===== src/rtl/demux_pkg.sv =====
// Shared types for the stream_demux3 packet demultiplexer.
// Optional build macro used by the top: DEMUX_DROP_CNT_EN.
package demux_pkg;

  // Channel select encoding as presented on in_sel.
  typedef enum logic [1:0] {
    SEL_A    = 2'd0,
    SEL_B    = 2'd1,
    SEL_C    = 2'd2,
    SEL_DROP = 2'd3
  } sel_t;

  // Packet-level routing state.
  typedef enum logic [1:0] {
    IDLE  = 2'd0,
    ROUTE = 2'd1,
    DROP  = 2'd2
  } state_t;

  localparam int unsigned NUM_CH = 3;

  // One-hot write enable for a routed channel; drop produces no enable.
  function automatic logic [NUM_CH-1:0] sel_onehot(input sel_t sel);
    logic [NUM_CH-1:0] oh;
    oh = '0;
    case (sel)
      SEL_A:   oh[0] = 1'b1;
      SEL_B:   oh[1] = 1'b1;
      SEL_C:   oh[2] = 1'b1;
      default: oh    = '0;
    endcase
    return oh;
  endfunction

endpackage


===== src/rtl/demux_out_slice.sv =====
// One-entry output register slice {data, last, valid} for one demux channel.
// wr_rdy = !valid || ready, so a beat can be written in the same cycle the
// held beat is consumed, giving one beat per cycle throughput.
module demux_out_slice #(
  parameter int unsigned DATA_W = 3
) (
  input  logic              clk,
  input  logic              rst,
  input  logic              wr_en,
  input  logic [DATA_W-1:0] wr_data,
  input  logic              wr_last,
  output logic              wr_rdy,
  output logic [DATA_W-1:0] data,
  output logic              last,
  output logic              valid,
  input  logic              ready
);

  // Slice can take a new beat when empty or when the held beat leaves now.
  always_comb begin
    wr_rdy = !valid || ready;
  end

  // Load on write, otherwise retire the held beat once the consumer takes it.
  always_ff @(posedge clk) begin
    if (rst) begin
      data  <= '0;
      last  <= 1'b0;
      valid <= 1'b0;
    end else if (wr_en) begin
      data  <= wr_data;
      last  <= wr_last;
      valid <= 1'b1;
    end else if (ready) begin
      valid <= 1'b0;
    end
  end

endmodule


===== src/rtl/stream_demux3.sv =====
// 1-to-3 packet demultiplexer: each whole packet is steered to channel a, b
// or c (or discarded) according to in_sel sampled on its first beat.
// Optional build macro: DEMUX_DROP_CNT_EN adds the saturating drop_cnt output.
module stream_demux3
  import demux_pkg::*;
#(
  parameter int unsigned DATA_W = 3
`ifdef DEMUX_DROP_CNT_EN
  , parameter int unsigned CNT_W = 16
`endif
) (
  input  logic              clk,
  input  logic              rst,
  input  logic [DATA_W-1:0] in_data,
  input  logic [1:0]        in_sel,
  input  logic              in_last,
  input  logic              in_valid,
  output logic              in_ready,
  output logic [DATA_W-1:0] a_data,
  output logic              a_last,
  output logic              a_valid,
  input  logic              a_ready,
  output logic [DATA_W-1:0] b_data,
  output logic              b_last,
  output logic              b_valid,
  input  logic              b_ready,
  output logic [DATA_W-1:0] c_data,
  output logic              c_last,
  output logic              c_valid,
  input  logic              c_ready
`ifdef DEMUX_DROP_CNT_EN
  , output logic [CNT_W-1:0] drop_cnt
`endif
);

  state_t            state_q, state_d;
  sel_t              sel_q, sel_d;
  sel_t              tgt;
  logic              drop_beat;
  logic              tgt_rdy;
  logic              accept;
  logic [NUM_CH-1:0] slice_rdy;
  logic [NUM_CH-1:0] wr_en;

  // Target is the live select on a first beat, the locked select afterwards.
  always_comb begin
    tgt = sel_q;
    if (state_q == IDLE) begin
      tgt = sel_t'(in_sel);
    end
    drop_beat = (state_q == DROP) || ((state_q == IDLE) && (tgt == SEL_DROP));
    case (tgt)
      SEL_A:   tgt_rdy = slice_rdy[0];
      SEL_B:   tgt_rdy = slice_rdy[1];
      SEL_C:   tgt_rdy = slice_rdy[2];
      default: tgt_rdy = 1'b1;
    endcase
    in_ready = !rst && (drop_beat || tgt_rdy);
    accept   = in_valid && in_ready;
    wr_en    = '0;
    if (accept && !drop_beat) begin
      wr_en = sel_onehot(tgt);
    end
  end

  // Next-state and select-lock logic; only accepted beats move the FSM.
  always_comb begin
    state_d = state_q;
    sel_d   = sel_q;
    if (accept) begin
      case (state_q)
        IDLE: begin
          if (drop_beat) begin
            if (!in_last) state_d = DROP;
          end else begin
            sel_d = tgt;
            if (!in_last) state_d = ROUTE;
          end
        end
        ROUTE: begin
          if (in_last) state_d = IDLE;
        end
        DROP: begin
          if (in_last) state_d = IDLE;
        end
        default: state_d = IDLE;
      endcase
    end
  end

  // State and locked select registers.
  always_ff @(posedge clk) begin
    if (rst) begin
      state_q <= IDLE;
      sel_q   <= SEL_A;
    end else begin
      state_q <= state_d;
      sel_q   <= sel_d;
    end
  end

  demux_out_slice #(.DATA_W(DATA_W)) u_slice_a (
    .clk     (clk),
    .rst     (rst),
    .wr_en   (wr_en[0]),
    .wr_data (in_data),
    .wr_last (in_last),
    .wr_rdy  (slice_rdy[0]),
    .data    (a_data),
    .last    (a_last),
    .valid   (a_valid),
    .ready   (a_ready)
  );

  demux_out_slice #(.DATA_W(DATA_W)) u_slice_b (
    .clk     (clk),
    .rst     (rst),
    .wr_en   (wr_en[1]),
    .wr_data (in_data),
    .wr_last (in_last),
    .wr_rdy  (slice_rdy[1]),
    .data    (b_data),
    .last    (b_last),
    .valid   (b_valid),
    .ready   (b_ready)
  );

  demux_out_slice #(.DATA_W(DATA_W)) u_slice_c (
    .clk     (clk),
    .rst     (rst),
    .wr_en   (wr_en[2]),
    .wr_data (in_data),
    .wr_last (in_last),
    .wr_rdy  (slice_rdy[2]),
    .data    (c_data),
    .last    (c_last),
    .valid   (c_valid),
    .ready   (c_ready)
  );

`ifdef DEMUX_DROP_CNT_EN
  // Count discarded beats, saturating at all-ones.
  always_ff @(posedge clk) begin
    if (rst) begin
      drop_cnt <= '0;
    end else if (accept && drop_beat && (drop_cnt != '1)) begin
      drop_cnt <= drop_cnt + 1'b1;
    end
  end
`endif

endmodule


===== config.mk =====
export PLATFORM = sky130hd
export DESIGN_NAME = stream_demux3
export DESIGN_NICKNAME = d
export VERILOG_FILES = /design/src/rtl/demux_pkg.sv /design/src/rtl/demux_out_slice.sv /design/src/rtl/stream_demux3.sv
export SDC_FILE = /design/constraint.sdc
export NUM_CORES = 1
export LEC_CHECK = 0
export CORE_AREA = 8 8 58 60
export CTS_CLUSTER_SIZE = 10
export DETAILED_ROUTE_END_ITERATION = 7
export DIE_AREA = 0 0 66 68
export PLACE_DENSITY = 0.68
export REMOVE_ABC_BUFFERS = 1
export SETUP_SLACK_MARGIN = 0.5
export SKIP_LAST_GASP = 1
export SLEW_MARGIN = 20
export SYNTH_ARGS = -nofsm -noshare
export SYNTH_HDL_FRONTEND = slang
export SYNTH_SLANG_ARGS = --single-unit

===== constraint.sdc =====
create_clock -name clk -period 2.85 [get_ports clk]
set_input_delay 0.7125 -clock clk [delete_from_list [all_inputs] [get_ports clk]]
set_output_delay 0.7125 -clock clk [all_outputs]
set_load 0.05 [all_outputs]

# Word-level counts from Yosys, hierarchy flattened
# Cells that the tools add are included.
# W data, S select, Z words.
# word_totals
output_inout_bits	16
inputBits	12
reg_bits	19
word_cells	58
# op_classes
n_reduce_logical	22
n_bitwise	1
n_eq_ne	7
muxes	17
# ops
cell	count
$mux W2	5
$mux W1	9
$eq A2 B2 Y1 const B	3
$reduce_and A3 Y1	2
$reduce_bool A2 Y1	3
$logic_not A1 Y1	5
$logic_or A1 B1 Y1	5
$eq A2 B1 Y1 const B	2
$logic_and A1 B1 Y1	4
$logic_not A2 Y1	2
$pmux W2 S2	1
$mux W3	1
$pmux W1 S3	1
$ne A2 B1 Y1 const B	1
$ne A2 B2 Y1 const B	1
$reduce_or A2 Y1	1
$not A1 Y1	1

# Logic depth before layout (Yosys ltp)
# Gate-level depths: netlist of run 1.
# logic_depth
depth_word	11
ltp_mapped	9
ltp_nobuf	7

# By module
# From an unflattened synthesis of run 1, not the netlist that was laid out.
# hier_totals
hier_cells	101
area_unflattened_um2	955.9
# modules_own_cells
mod	area_each_um2	cells_per_inst	seq_area_each_um2	instances
demux_out_slice	181.4	17	100.1	3
stream_demux3	411.6	50	80.1	1

# Worst setup path after synthesis of run 1
# OpenSTA, ideal clock, no wires.
# synth_path
path_kind	input-to-output
start	input port in_sel[0]
end	output port in_ready
arrival_time_ns	1.914
stages	4
slack_ns	0.223
t_required_ns	2.138
path_buffers	0
cell_sequence	nor3b_2 > o21ai_0 > nand4_2 > nor2b_1
# synth_via
elab_chain_len	6
elab_cells_between_ends	10
cone_classes	eq/ne: 3; mux: 2; reduce/logical: 5
# synth_rtl
item	line_no	text
start, declared	stream_demux3.sv:15	input logic [1:0] in_sel,
$mux W2 *	stream_demux3.sv:48	if (state_q == IDLE) begin
parallel branches: the longest is 3 deep, another holds $pmux W1 S3	--	
$logic_or A1 B1 Y1 *	stream_demux3.sv:58	in_ready = !rst && (drop_beat || tgt_rdy);
$logic_and A1 B1 Y1 *	stream_demux3.sv:58	
end, declared	stream_demux3.sv:18	output logic in_ready,
# Every way passes the cells marked *.

# Final worst setup path of run 1
# Ends and elaborated chain as after synthesis.

==> metrics.txt, run 1 <==
run status=complete, no violations; FMAX=0.405 GHz; Root Buffer=clkbuf_4; Vias/cell=4.89; number of global-route vias before repair=860; num rows=19; most frequent cells in the layout=21 x clkdlybuf4s50_1, 18 x dfxtp_1, 16 x buf_4; DRC viols=0; Critical Path Sink Type=primary output; final worst path period share=86.7%; Cell Area, Synth=932 um^2; Nets=144; port bufs=27; P per Cell Area=458 mW/mm^2; CTS Sinks=19; kind of start point of the critical path=input port; cts hold-fix bufs=0; grt ovf=0; final setup violation count=0; endpoints failing hold=0; Max clock buf depth=2; Clk pin slew, worst setup/hold paths=0.11 ns; Setup Skew=0.00975 ns; Post-DP HPWL=1.74 mm; Cell variety after synth=29; first-pass GRT wire length=3.97 mm; first-pass iteration count of the detailed router=4; Routed WL per cell=15.1 um; Final Critical Period=2.47 ns; CTS HTree Levels=1; Ports=28; FF+latch count, synth=19; Worst Path Required=2.14 ns; hold path startpoint=u_slice_a.last$_SDFFE_PP0P_; RSZ-0062 raised after global routing=true; die height=68 um; CP Max Fanout=4; Critical Path Start=in_sel[0]; Area Growth Syn to Fin=52.2%; Routed Antenna Nets=0; setup tns final=0 ns; Warnings, synthesis=0; Crit path arrival time=1.76 ns; Detailed Route Iter0 Violations=16; Peak VDD IR=0.302 mV; final max-slew violation count=0; Cells after Synth=86; largest net degree at the start of global routing=15; n_diodes=0; die area=0.00449 mm^2; CP Class=in2out; static leakage=0.610 nW; antenna violations before repair=0; routability cong.=0.786; most common cell after layout, fill and taps aside=clkdlybuf4s50_1; share of cells above drive strength 1=38.8%; CTS tree=built; worst hold path class=reg2reg; Synth Area per Inst=10.8 um^2; FILL cells=238; Total GRT Usage=11.4%; final wirelength=2.42 mm; Worst-Skew Late Latency=0.31 ns; register area share after synthesis=40.8%; R2R Path Start=state_q[1]$_SDFFE_PP0P_; core footprint=0.00257 mm^2; Rel. slew slack=65.3%; worst hold slack=0.490 ns; Slew @ Worst Pin=0.519 ns; TritonCTS buffer count=3; die span in x=66 um; effective utilization at floorplan=36.3%; Vias=783; Max-Cap Viols=0
## logic make-up (layout without fill, tap and decap cells)
family | Yosys count | in the layout | share of synthesized area [%]
AND/OR/NAND/NOR | 29 | 29 | 20.5
flip-flops | 19 | 19 | 40.8
multiplexers | 16 | 16 | 18.8
AO/OA/AOI/OAI | 13 | 13 | 12.8
buffers and inverters | 7 | 50 | 4.43
adder cells (fa/ha/maj) | 2 | 2 | 2.68
## per-layer routing
metal  wire [um]  track usage, %  vias to the layer above
met2        1210            21.3                       20
met5           0               0                        -
met1        1030            11.4                      364
li1            -               -                      394
met4          58            6.93                        0
met3         125            2.45                        5
## worst paths after layout
check                                              endpoint  slack [ns]  cells past startpoint
worst max-delay path                               in_ready        0.38                      6
worst min-delay path            u_slice_a.last$_SDFFE_PP0P_        0.49                      2
worst min register to register  u_slice_a.last$_SDFFE_PP0P_        0.49                      2
worst max register to register  u_slice_c.last$_SDFFE_PP0P_        0.52                     12
## metrics by stage
stage | area [um^2] | instances | power (W) | util (%) | setup WS, ns
2_1_floorplan | 902 | 82 | 0.000402 | - | 0.181
4_1_cts | 1400 | 157 | 0.000646 | 54.4 | 0.385
3_5_place_dp | 1250 | 146 | 0.000470 | 48.8 | 0.0159
5_1_grt | 1420 | 160 | 0.000686 | 55.3 | 0.302
6_report | 1420 | 160 | 0.000650 | 55.3 | 0.380
3_3_place_gp | 1250 | 146 | 0.000466 | 48.8 | 0.0495
## layout make-up
class	count	area (um^2)	area share (%)
Multi-Input combinational cell	60	567	39.9
Timing Repair Buffer	43	390	27.5
Sequential cell	19	382	26.9
Tap cell	31	38.8	2.73
Clock buffer	3	22.5	1.59
Inverter	3	11.3	0.794
Clock inverter	1	7.51	0.529
## sequential cells by signal (all words and copies together) (netlist names)
signal / cells
u_slice_a.last: 1
u_slice_b.last: 1
u_slice_a.valid: 1
u_slice_b.data: 3
state_q: 2
u_slice_a.data: 3
sel_q: 2
u_slice_c.last: 1
u_slice_b.valid: 1
u_slice_c.data: 3
u_slice_c.valid: 1
## Yosys cell counts
| master | n | share of area, % |
|---|---|---|
| dfxtp_1 | 19 | 41 |
| nor2b_1 | 10 | 6.7 |
| mux2_2 | 8 | 9.7 |
| mux2i_1 | 7 | 7.5 |
| nand2b_1 | 5 | 3.4 |
| nor2_1 | 4 | 1.6 |
| a21oi_1 | 3 | 1.6 |
| inv_1 | 3 | 1.2 |
| buf_6 | 2 | 2.4 |
| clkbuf_1 | 2 | 0.81 |
| ha_1 | 2 | 2.7 |
| nor3b_2 | 2 | 2.7 |
| o2111ai_2 | 2 | 3.2 |
| o21ai_0 | 2 | 1.1 |
| a2111o_1 | 1 | 1.2 |
| a31oi_2 | 1 | 1.3 |
| and3_1 | 1 | 0.67 |
| and3b_1 | 1 | 0.94 |
| mux2_4 | 1 | 1.6 |
| nand2_1 | 1 | 0.40 |
| nand4_1 | 1 | 0.67 |
| nand4_2 | 1 | 1.3 |
| nand4b_1 | 1 | 0.94 |
| nor3_1 | 1 | 0.54 |
| o21ai_1 | 1 | 0.54 |
| o21bai_4 | 1 | 2.0 |
| o31ai_1 | 1 | 0.81 |
| o32ai_1 | 1 | 0.94 |
| or2_2 | 1 | 0.67 |
## critical path, stage by stage
cell and delay, ns:
clkdlybuf4s15_2 0.22, mux2_4 0.29, o21bai_4 0.13, nand4_2 0.10, nor2b_4 0.14, buf_6 0.16
## repair_timing
| action | in CTS | in global routing |
|---|---|---|
| setup endpoints to repair | 5 | 5 |
| gates resized for setup | 25 | 0 |
| pin swaps | 3 | 1 |
| setup buffers | 7 | 3 |
## where the power goes
group / switching, W / leakage, nW / total (W) / internal, W
combinational: 0.000107 / 0.441 / 0.000216 / 0.000109
sequential: 0.00000919 / 0.155 / 0.000289 / 0.000280
clock: 0.0000911 / 0.0139 / 0.000145 / 0.0000536
(Power assumes the default switching activity.)
==> run 2, diff against run 1 <==
CAP_MARGIN = 40   (was unset)
==> results of run 2 <==
Same layout as run 1: the final DEF is identical, and so are final timing and power.
